==> src/rtl/mem_arb_pkg.sv <==
// Shared types for the memory port arbiter: FSM states, channel index, latched request.
// Struct widths follow the default 32-bit address/data configuration.
package mem_arb_pkg;

  localparam int ARB_ADDR_W = 32;
  localparam int ARB_DATA_W = 32;
  localparam int ARB_BE_W   = ARB_DATA_W / 8;
  localparam int ARB_OFS_W  = $clog2(ARB_BE_W);
  localparam int ARB_MAX_CH = 8;
  localparam int CH_IDX_W   = $clog2(ARB_MAX_CH);

  typedef enum logic {
    IDLE = 1'b0,
    BUSY = 1'b1
  } arb_state_t;

  typedef logic [CH_IDX_W-1:0] ch_idx_t;

  typedef struct packed {
    logic                  rd;
    logic                  wr;
    logic [ARB_BE_W-1:0]   be;
    logic [ARB_ADDR_W-1:0] addr;
    logic [ARB_DATA_W-1:0] wdata;
  } arb_req_t;

  function automatic logic [ARB_ADDR_W-1:0] word_align(input logic [ARB_ADDR_W-1:0] a);
    return {a[ARB_ADDR_W-1:ARB_OFS_W], {ARB_OFS_W{1'b0}}};
  endfunction

endpackage

==> src/rtl/mem_port_arbiter_if.sv <==
// Requester-side and memory-side bundle of the arbiter; slave = arbiter view, master = environment view.
interface mem_port_arbiter_if #(
  parameter int NUM_CH = 2,
  parameter int ADDR_W = 32,
  parameter int DATA_W = 32
);
  localparam int BE_W = DATA_W / 8;

  logic [NUM_CH-1:0]            ch_read;
  logic [NUM_CH-1:0]            ch_write;
  logic [NUM_CH-1:0][BE_W-1:0]  ch_byte_enable;
  logic [NUM_CH-1:0][ADDR_W-1:0] ch_address;
  logic [NUM_CH-1:0][DATA_W-1:0] ch_wdata;
  logic [NUM_CH-1:0]            ch_resp;
  logic [DATA_W-1:0]            ch_rdata;

  logic                         mem_read;
  logic                         mem_write;
  logic [BE_W-1:0]              mem_byte_enable;
  logic [ADDR_W-1:0]            mem_address;
  logic [DATA_W-1:0]            mem_wdata;
  logic [DATA_W-1:0]            mem_rdata;
  logic                         mem_resp;

  modport slave (
    input  ch_read, ch_write, ch_byte_enable, ch_address, ch_wdata, mem_rdata, mem_resp,
    output ch_resp, ch_rdata, mem_read, mem_write, mem_byte_enable, mem_address, mem_wdata
  );

  modport master (
    output ch_read, ch_write, ch_byte_enable, ch_address, ch_wdata, mem_rdata, mem_resp,
    input  ch_resp, ch_rdata, mem_read, mem_write, mem_byte_enable, mem_address, mem_wdata
  );

endinterface

==> src/rtl/arb_picker.sv <==
// Combinational channel picker: fixed priority (lowest index) by default,
// round-robin starting after ptr when MEM_ARB_RR_EN is defined.
module arb_picker
  import mem_arb_pkg::*;
#(
  parameter int NUM_CH = 2
) (
  input  logic [NUM_CH-1:0] req_i,
  input  ch_idx_t           ptr_i,
  output logic              vld_o,
  output ch_idx_t           idx_o
);
  localparam int IW = $clog2(NUM_CH);

  logic [IW-1:0] cand;

`ifdef MEM_ARB_RR_EN
  always_comb begin
    vld_o = 1'b0;
    idx_o = '0;
    cand  = '0;
    for (int k = 1; k <= NUM_CH; k++) begin
      cand = IW'((int'(ptr_i) + k) % NUM_CH);
      if (!vld_o && req_i[cand]) begin
        vld_o = 1'b1;
        idx_o = ch_idx_t'(cand);
      end
    end
  end
`else
  logic unused_ptr;
  assign unused_ptr = ^ptr_i;

  always_comb begin
    vld_o = 1'b0;
    idx_o = '0;
    cand  = '0;
    for (int k = 0; k < NUM_CH; k++) begin
      cand = IW'(k);
      if (!vld_o && req_i[cand]) begin
        vld_o = 1'b1;
        idx_o = ch_idx_t'(cand);
      end
    end
  end
`endif

endmodule

==> src/rtl/mem_port_arbiter.sv <==
// N-channel arbiter onto one memory port, one transaction outstanding; request fields are
// registered, response is passed straight through. Round-robin when MEM_ARB_RR_EN is defined.
module mem_port_arbiter
  import mem_arb_pkg::*;
#(
  parameter int NUM_CH = 2,
  parameter int ADDR_W = ARB_ADDR_W,
  parameter int DATA_W = ARB_DATA_W
) (
  input logic              clk,
  input logic              rst,
  mem_port_arbiter_if.slave bus
);
  localparam int IW = $clog2(NUM_CH);

  arb_state_t        state_q;
  ch_idx_t           grant_q;
  arb_req_t          req_q;
  arb_req_t          req_d;
  logic [NUM_CH-1:0] ch_req;
  logic              pick_vld;
  ch_idx_t           pick_idx;
  ch_idx_t           ptr;
  logic [IW-1:0]     sel;

  assign ch_req = bus.ch_read | bus.ch_write;
  assign sel    = pick_idx[IW-1:0];

`ifdef MEM_ARB_RR_EN
  ch_idx_t ptr_q;
  assign ptr = ptr_q;
`else
  assign ptr = '0;
`endif

  arb_picker #(.NUM_CH(NUM_CH)) u_picker (
    .req_i (ch_req),
    .ptr_i (ptr),
    .vld_o (pick_vld),
    .idx_o (pick_idx)
  );

  // Write wins when a channel raises read and write together.
  always_comb begin
    req_d       = '0;
    req_d.wr    = bus.ch_write[sel];
    req_d.rd    = bus.ch_read[sel] & ~bus.ch_write[sel];
    req_d.be    = bus.ch_byte_enable[sel];
    req_d.addr  = word_align(bus.ch_address[sel]);
    req_d.wdata = bus.ch_wdata[sel];
  end

  always_ff @(posedge clk) begin
    if (rst) begin
      state_q <= IDLE;
      grant_q <= '0;
      req_q   <= '0;
`ifdef MEM_ARB_RR_EN
      ptr_q   <= ch_idx_t'(NUM_CH - 1);
`endif
    end else begin
      case (state_q)
        IDLE: begin
          if (pick_vld) begin
            state_q <= BUSY;
            grant_q <= pick_idx;
            req_q   <= req_d;
`ifdef MEM_ARB_RR_EN
            ptr_q   <= pick_idx;
`endif
          end
        end
        BUSY: begin
          // Clearing the request here keeps every mem_* output at 0 while idle.
          if (bus.mem_resp) begin
            state_q <= IDLE;
            req_q   <= '0;
          end
        end
        default: state_q <= IDLE;
      endcase
    end
  end

  assign bus.mem_read        = req_q.rd;
  assign bus.mem_write       = req_q.wr;
  assign bus.mem_byte_enable = req_q.be;
  assign bus.mem_address     = req_q.addr;
  assign bus.mem_wdata       = req_q.wdata;

  assign bus.ch_resp  = (state_q == BUSY && bus.mem_resp && !rst) ? (NUM_CH'(1) << grant_q) : '0;
  assign bus.ch_rdata = bus.mem_rdata;

endmodule

==> src/flat_wrapper.sv <==
// flat-port wrapper written by rule: the top's interface ports become plain ports
module mem_port_arbiter_flat import mem_arb_pkg::*;
#(
  parameter int NUM_CH = 2,
  parameter int ADDR_W = ARB_ADDR_W,
  parameter int DATA_W = ARB_DATA_W
)
  (clk, rst, bus_ch_read, bus_ch_write, bus_ch_byte_enable, bus_ch_address, bus_ch_wdata, bus_mem_rdata, bus_mem_resp, bus_ch_resp, bus_ch_rdata, bus_mem_read, bus_mem_write, bus_mem_byte_enable, bus_mem_address, bus_mem_wdata);
  mem_port_arbiter_if #(.NUM_CH(NUM_CH), .ADDR_W(ADDR_W), .DATA_W(DATA_W)) bus_i ();
  input logic clk;
  input logic rst;
  input wire logic [$bits(bus_i.ch_read)-1:0] bus_ch_read;
  input wire logic [$bits(bus_i.ch_write)-1:0] bus_ch_write;
  input wire logic [$bits(bus_i.ch_byte_enable)-1:0] bus_ch_byte_enable;
  input wire logic [$bits(bus_i.ch_address)-1:0] bus_ch_address;
  input wire logic [$bits(bus_i.ch_wdata)-1:0] bus_ch_wdata;
  input wire logic [$bits(bus_i.mem_rdata)-1:0] bus_mem_rdata;
  input wire logic [$bits(bus_i.mem_resp)-1:0] bus_mem_resp;
  output wire logic [$bits(bus_i.ch_resp)-1:0] bus_ch_resp;
  output wire logic [$bits(bus_i.ch_rdata)-1:0] bus_ch_rdata;
  output wire logic [$bits(bus_i.mem_read)-1:0] bus_mem_read;
  output wire logic [$bits(bus_i.mem_write)-1:0] bus_mem_write;
  output wire logic [$bits(bus_i.mem_byte_enable)-1:0] bus_mem_byte_enable;
  output wire logic [$bits(bus_i.mem_address)-1:0] bus_mem_address;
  output wire logic [$bits(bus_i.mem_wdata)-1:0] bus_mem_wdata;
  assign bus_i.ch_read = bus_ch_read;
  assign bus_i.ch_write = bus_ch_write;
  assign bus_i.ch_byte_enable = bus_ch_byte_enable;
  assign bus_i.ch_address = bus_ch_address;
  assign bus_i.ch_wdata = bus_ch_wdata;
  assign bus_i.mem_rdata = bus_mem_rdata;
  assign bus_i.mem_resp = bus_mem_resp;
  assign bus_ch_resp = bus_i.ch_resp;
  assign bus_ch_rdata = bus_i.ch_rdata;
  assign bus_mem_read = bus_i.mem_read;
  assign bus_mem_write = bus_i.mem_write;
  assign bus_mem_byte_enable = bus_i.mem_byte_enable;
  assign bus_mem_address = bus_i.mem_address;
  assign bus_mem_wdata = bus_i.mem_wdata;
  mem_port_arbiter #(.NUM_CH(NUM_CH), .ADDR_W(ADDR_W), .DATA_W(DATA_W)) u_core (.clk(clk), .rst(rst), .bus(bus_i));
endmodule
==> config.mk <==
export PLATFORM = sky130hd
export DESIGN_NAME = mem_port_arbiter_flat
export DESIGN_NICKNAME = d
export VERILOG_FILES = /design/src/rtl/mem_arb_pkg.sv /design/src/rtl/mem_port_arbiter_if.sv /design/src/rtl/arb_picker.sv /design/src/rtl/mem_port_arbiter.sv /design/src/flat_wrapper.sv
export SDC_FILE = /design/constraint.sdc
export NUM_CORES = 1
export LEC_CHECK = 0
export ABC_AREA = 1
export CAP_MARGIN = 30
export CORE_MARGIN = 1
export CORE_UTILIZATION = 36
export DETAILED_ROUTE_END_ITERATION = 12
export GPL_TIMING_DRIVEN = 0
export PLACE_DENSITY_LB_ADDON = 0.2
export SLEW_MARGIN = 25
export SYNTH_ARGS = -nofsm -noshare
export SYNTH_HDL_FRONTEND = slang
export SYNTH_SLANG_ARGS = --single-unit
==> constraint.sdc <==
create_clock -name clk -period 1.4 [get_ports clk]
set_input_delay 0.28 -clock clk [delete_from_list [all_inputs] [get_ports clk]]
set_output_delay 0.28 -clock clk [all_outputs]
set_load 0.005 [all_outputs]
==> metrics <==
outcome finished, violations left; failing checks negative setup slack; CTS tree done; register bit total from synthesis 70; via count of the first global-routing pass 4622; Setup WS pre-CTS -1.10 ns; worst setup margin -0.0887 ns; die area 0.0115 mm2; starting density of the core 36.9%; WL/cell 14.7 um; Routed Wire Length 14600 um; proportion of layout cells with a drive suffix above 1 17.4%; share of Yosys cell area claimed by the top area cell type 35.0%; die height 107 um; top post-synthesis cells by area dfxtp_1 (35%), nand3_1 (17%), nand3b_1 (12%); Setup-failing EPs final 11; diode count 0; Main synth FF type dfxtp_1; starting DRC count in detailed routing 253; Congestion Overflow GR 0; Routed Antenna Nets 0; crit end category output port; All-Layer GR Usage 23.9%; PwrDens 825 mW/mm2; number of cells after detailed placement 958; ordered cell list for the critical path nand2_8 > buf_8 > nor3b_2 > buf_2; Worst path max stage delay 0.39 ns; largest net degree at the start of global routing 13; Top Family by Delay on Critical Path flip-flops; RSZ-0062 raised after global routing true; crit path from u_core.state_q$_SDFF_PP0_; post-route minimum period 1.49 ns; HP Class primary input to flip-flop; main combinational cell family by area after synthesis simple AND/OR/NAND/NOR gates; Synth async-reset ratio 0%; final core utilization 66.1%; initial antenna violation count 0; nets@finish 1025; Synth Area per Inst 6.92 um2; first-pass iteration count of the detailed router 5; Simple-Gate Fraction of Synth Area 37.2%; mux cell area share after synthesis 0%; post-synthesis adder-cell area fraction 0%; H-tree Lvls 3; leakage 0.00342 uW; PortBufs 239; Max Clk Rate 672 MHz; drc violations 0; Final Max Slew Viols 0; vias per cell 4.97; Compound-Gate Fraction of Synth Area 8.97%; fin area 0.00716 mm2; CTS max path bufs 2; period utilization 106%; Hold WS 0.434 ns; Commonest cells post-synth nand3_1 (134), nand2_1 (73), dfxtp_1 (70), inv_1 (70), a21oi_1 (69); Fillers 939; Synth Warn # 0; XOR/XNOR Fraction of Synth Area 0%; most common cell in the synthesized netlist nand3_1; area occupied by multi-input gates 0.00193 mm2; clk_lat worst skew 0.34 ns; Critical Path Start Type flip-flop; register area 0.00143 mm2; peak supply drop 512 uV; Gate Count Post-Synth 578; Final Skew 0.00730 ns; dpl hpwl 10700 um; Synth cell types 19; num rows 38; Vias 4943; synthesized cell area 0.00400 mm2; Post-Layout Cell Count 995; register area share after synthesis 35.0%; Worst path slowest cell dfxtp_4; Clock Tree Root clkbuf_8; Layout area overhead 79.0%; worst path buffer plus inverter count 2; Hold Startpoint rst; Clk pin slew, worst setup/hold paths 0.08 ns; max-cap violations 0; core area 0.0108 mm2; leading area contributor after synthesis dfxtp_1; r2r startpoint u_core.state_q$_SDFF_PP0_; GPL Wtd Cong 0.864; TritonCTS sink count 70; first-pass GRT wire length 21800 um; total CTS buffers 9; number of synthesized flops with an enable pin 0; crit path kind flip-flop to output port; data arrival time of the critical path 1.21 ns; hold_buf cts 0; # IOs 279; worst path required time 1.12 ns; Fin. Hold Viols 0; Area after DPL 0.00657 mm2; die width 107 um; critical path fanouts, max 6
## layer usage
layer	global-route usage (%)	wire length, um	share of wire (%)	up-vias
met5	0	0	0	-
met4	7.83	208	1.4	0
met3	5.69	1140	7.8	21
met2	43.6	7450	51	220
met1	27.1	5800	40	2293
li1	-	-	-	2409
## worst register-to-register path: cells and delay by family, from the launching register on
family | cells | cell delay, ns
flops | 1 | 0.37
simple gates | 1 | 0.06
compound gates | 2 | 0.42
buf+inv | 3 | 0.52
## layout make-up
| cell class | count | share of cell area, % |
|---|---|---|
| multi-input cells | 355 | 26.9 |
| repair buffers | 262 | 35.3 |
| flip-flops and latches | 70 | 20.0 |
| inverters | 70 | 3.67 |
| well taps | 140 | 2.45 |
| clock buffers | 12 | 2.31 |
| plain buffers | 82 | 8.37 |
| clock inverters | 4 | 1.07 |
## worst paths after layout
path | endpoint | slack [ns] | cells past startpoint
max reg2reg | u_core.bus.mem_address[30]$_SDFFE_PP0P_ | -0.04 | 6
min reg2reg | u_core.bus.mem_address[19]$_SDFFE_PP0P_ | 0.48 | 2
min | u_core.bus.mem_write$_SDFFE_PP0P_ | 0.43 | 4
max | bus_ch_resp[1] | -0.09 | 4
## registers in the layout, indices dropped and copies added, names as in the netlist
register / count
u_core.bus.mem_address: 30
u_core.bus.mem_byte_enable: 4
u_core.bus.mem_read: 1
u_core.bus.mem_wdata: 32
u_core.bus.mem_write: 1
u_core.grant_q: 1
u_core.state_q: 1
## per-stage QoR
step | TNS, ns | total power [uW]
after floorplan | 0 | 2950
after CTS | -0.352 | 5830
after global routing | -1.70 | 6210
final | -0.245 | 5910
after detailed placement | -39.03 | 3920
after global placement | -35.98 | 3890
## placed cells by master (no fill, tap or decap), drive strengths merged
cell type,Yosys,layout
clkinvlp,0,1
dlymetal6s2s,0,1
clkbuf,22,38
buf,62,81
bufinv,0,2
conb,1,2
inv,70,71
nor3b,1,1
o21ai,1,1
dfxtp,70,70
nor3,1,1
nor2,6,6
a21oi,70,70
clkdlybuf4s50,0,164
dlygate4sd2,0,72
nand3b,66,66
nand3,134,134
nand2,74,74
## cell families (layout without fill, tap and decap cells)
family / Yosys count / in the layout
DFF: 70 / 70
AOI/OAI and AO/OA: 71 / 71
buffers and inverters: 154 / 430
other: 1 / 2
and+or+nand+nor: 282 / 282
## power by group
group          internal (uW)  total (uW)  switching [uW]
registers               2160        2240            84.2
clock network           1160        1950             792
logic                   1010        1720             710
## timing repair
item | in CTS | in global routing
buffers inserted | 14 | 6
endpoints found under the setup margin | 134 | 70
gates resized for setup | 144 | 42
pin swaps | 8 | 8
gates cloned | 0 | 3
endpoints found under the hold margin | 0 | 0
Note: power is estimated with default switching activity, not from simulation.
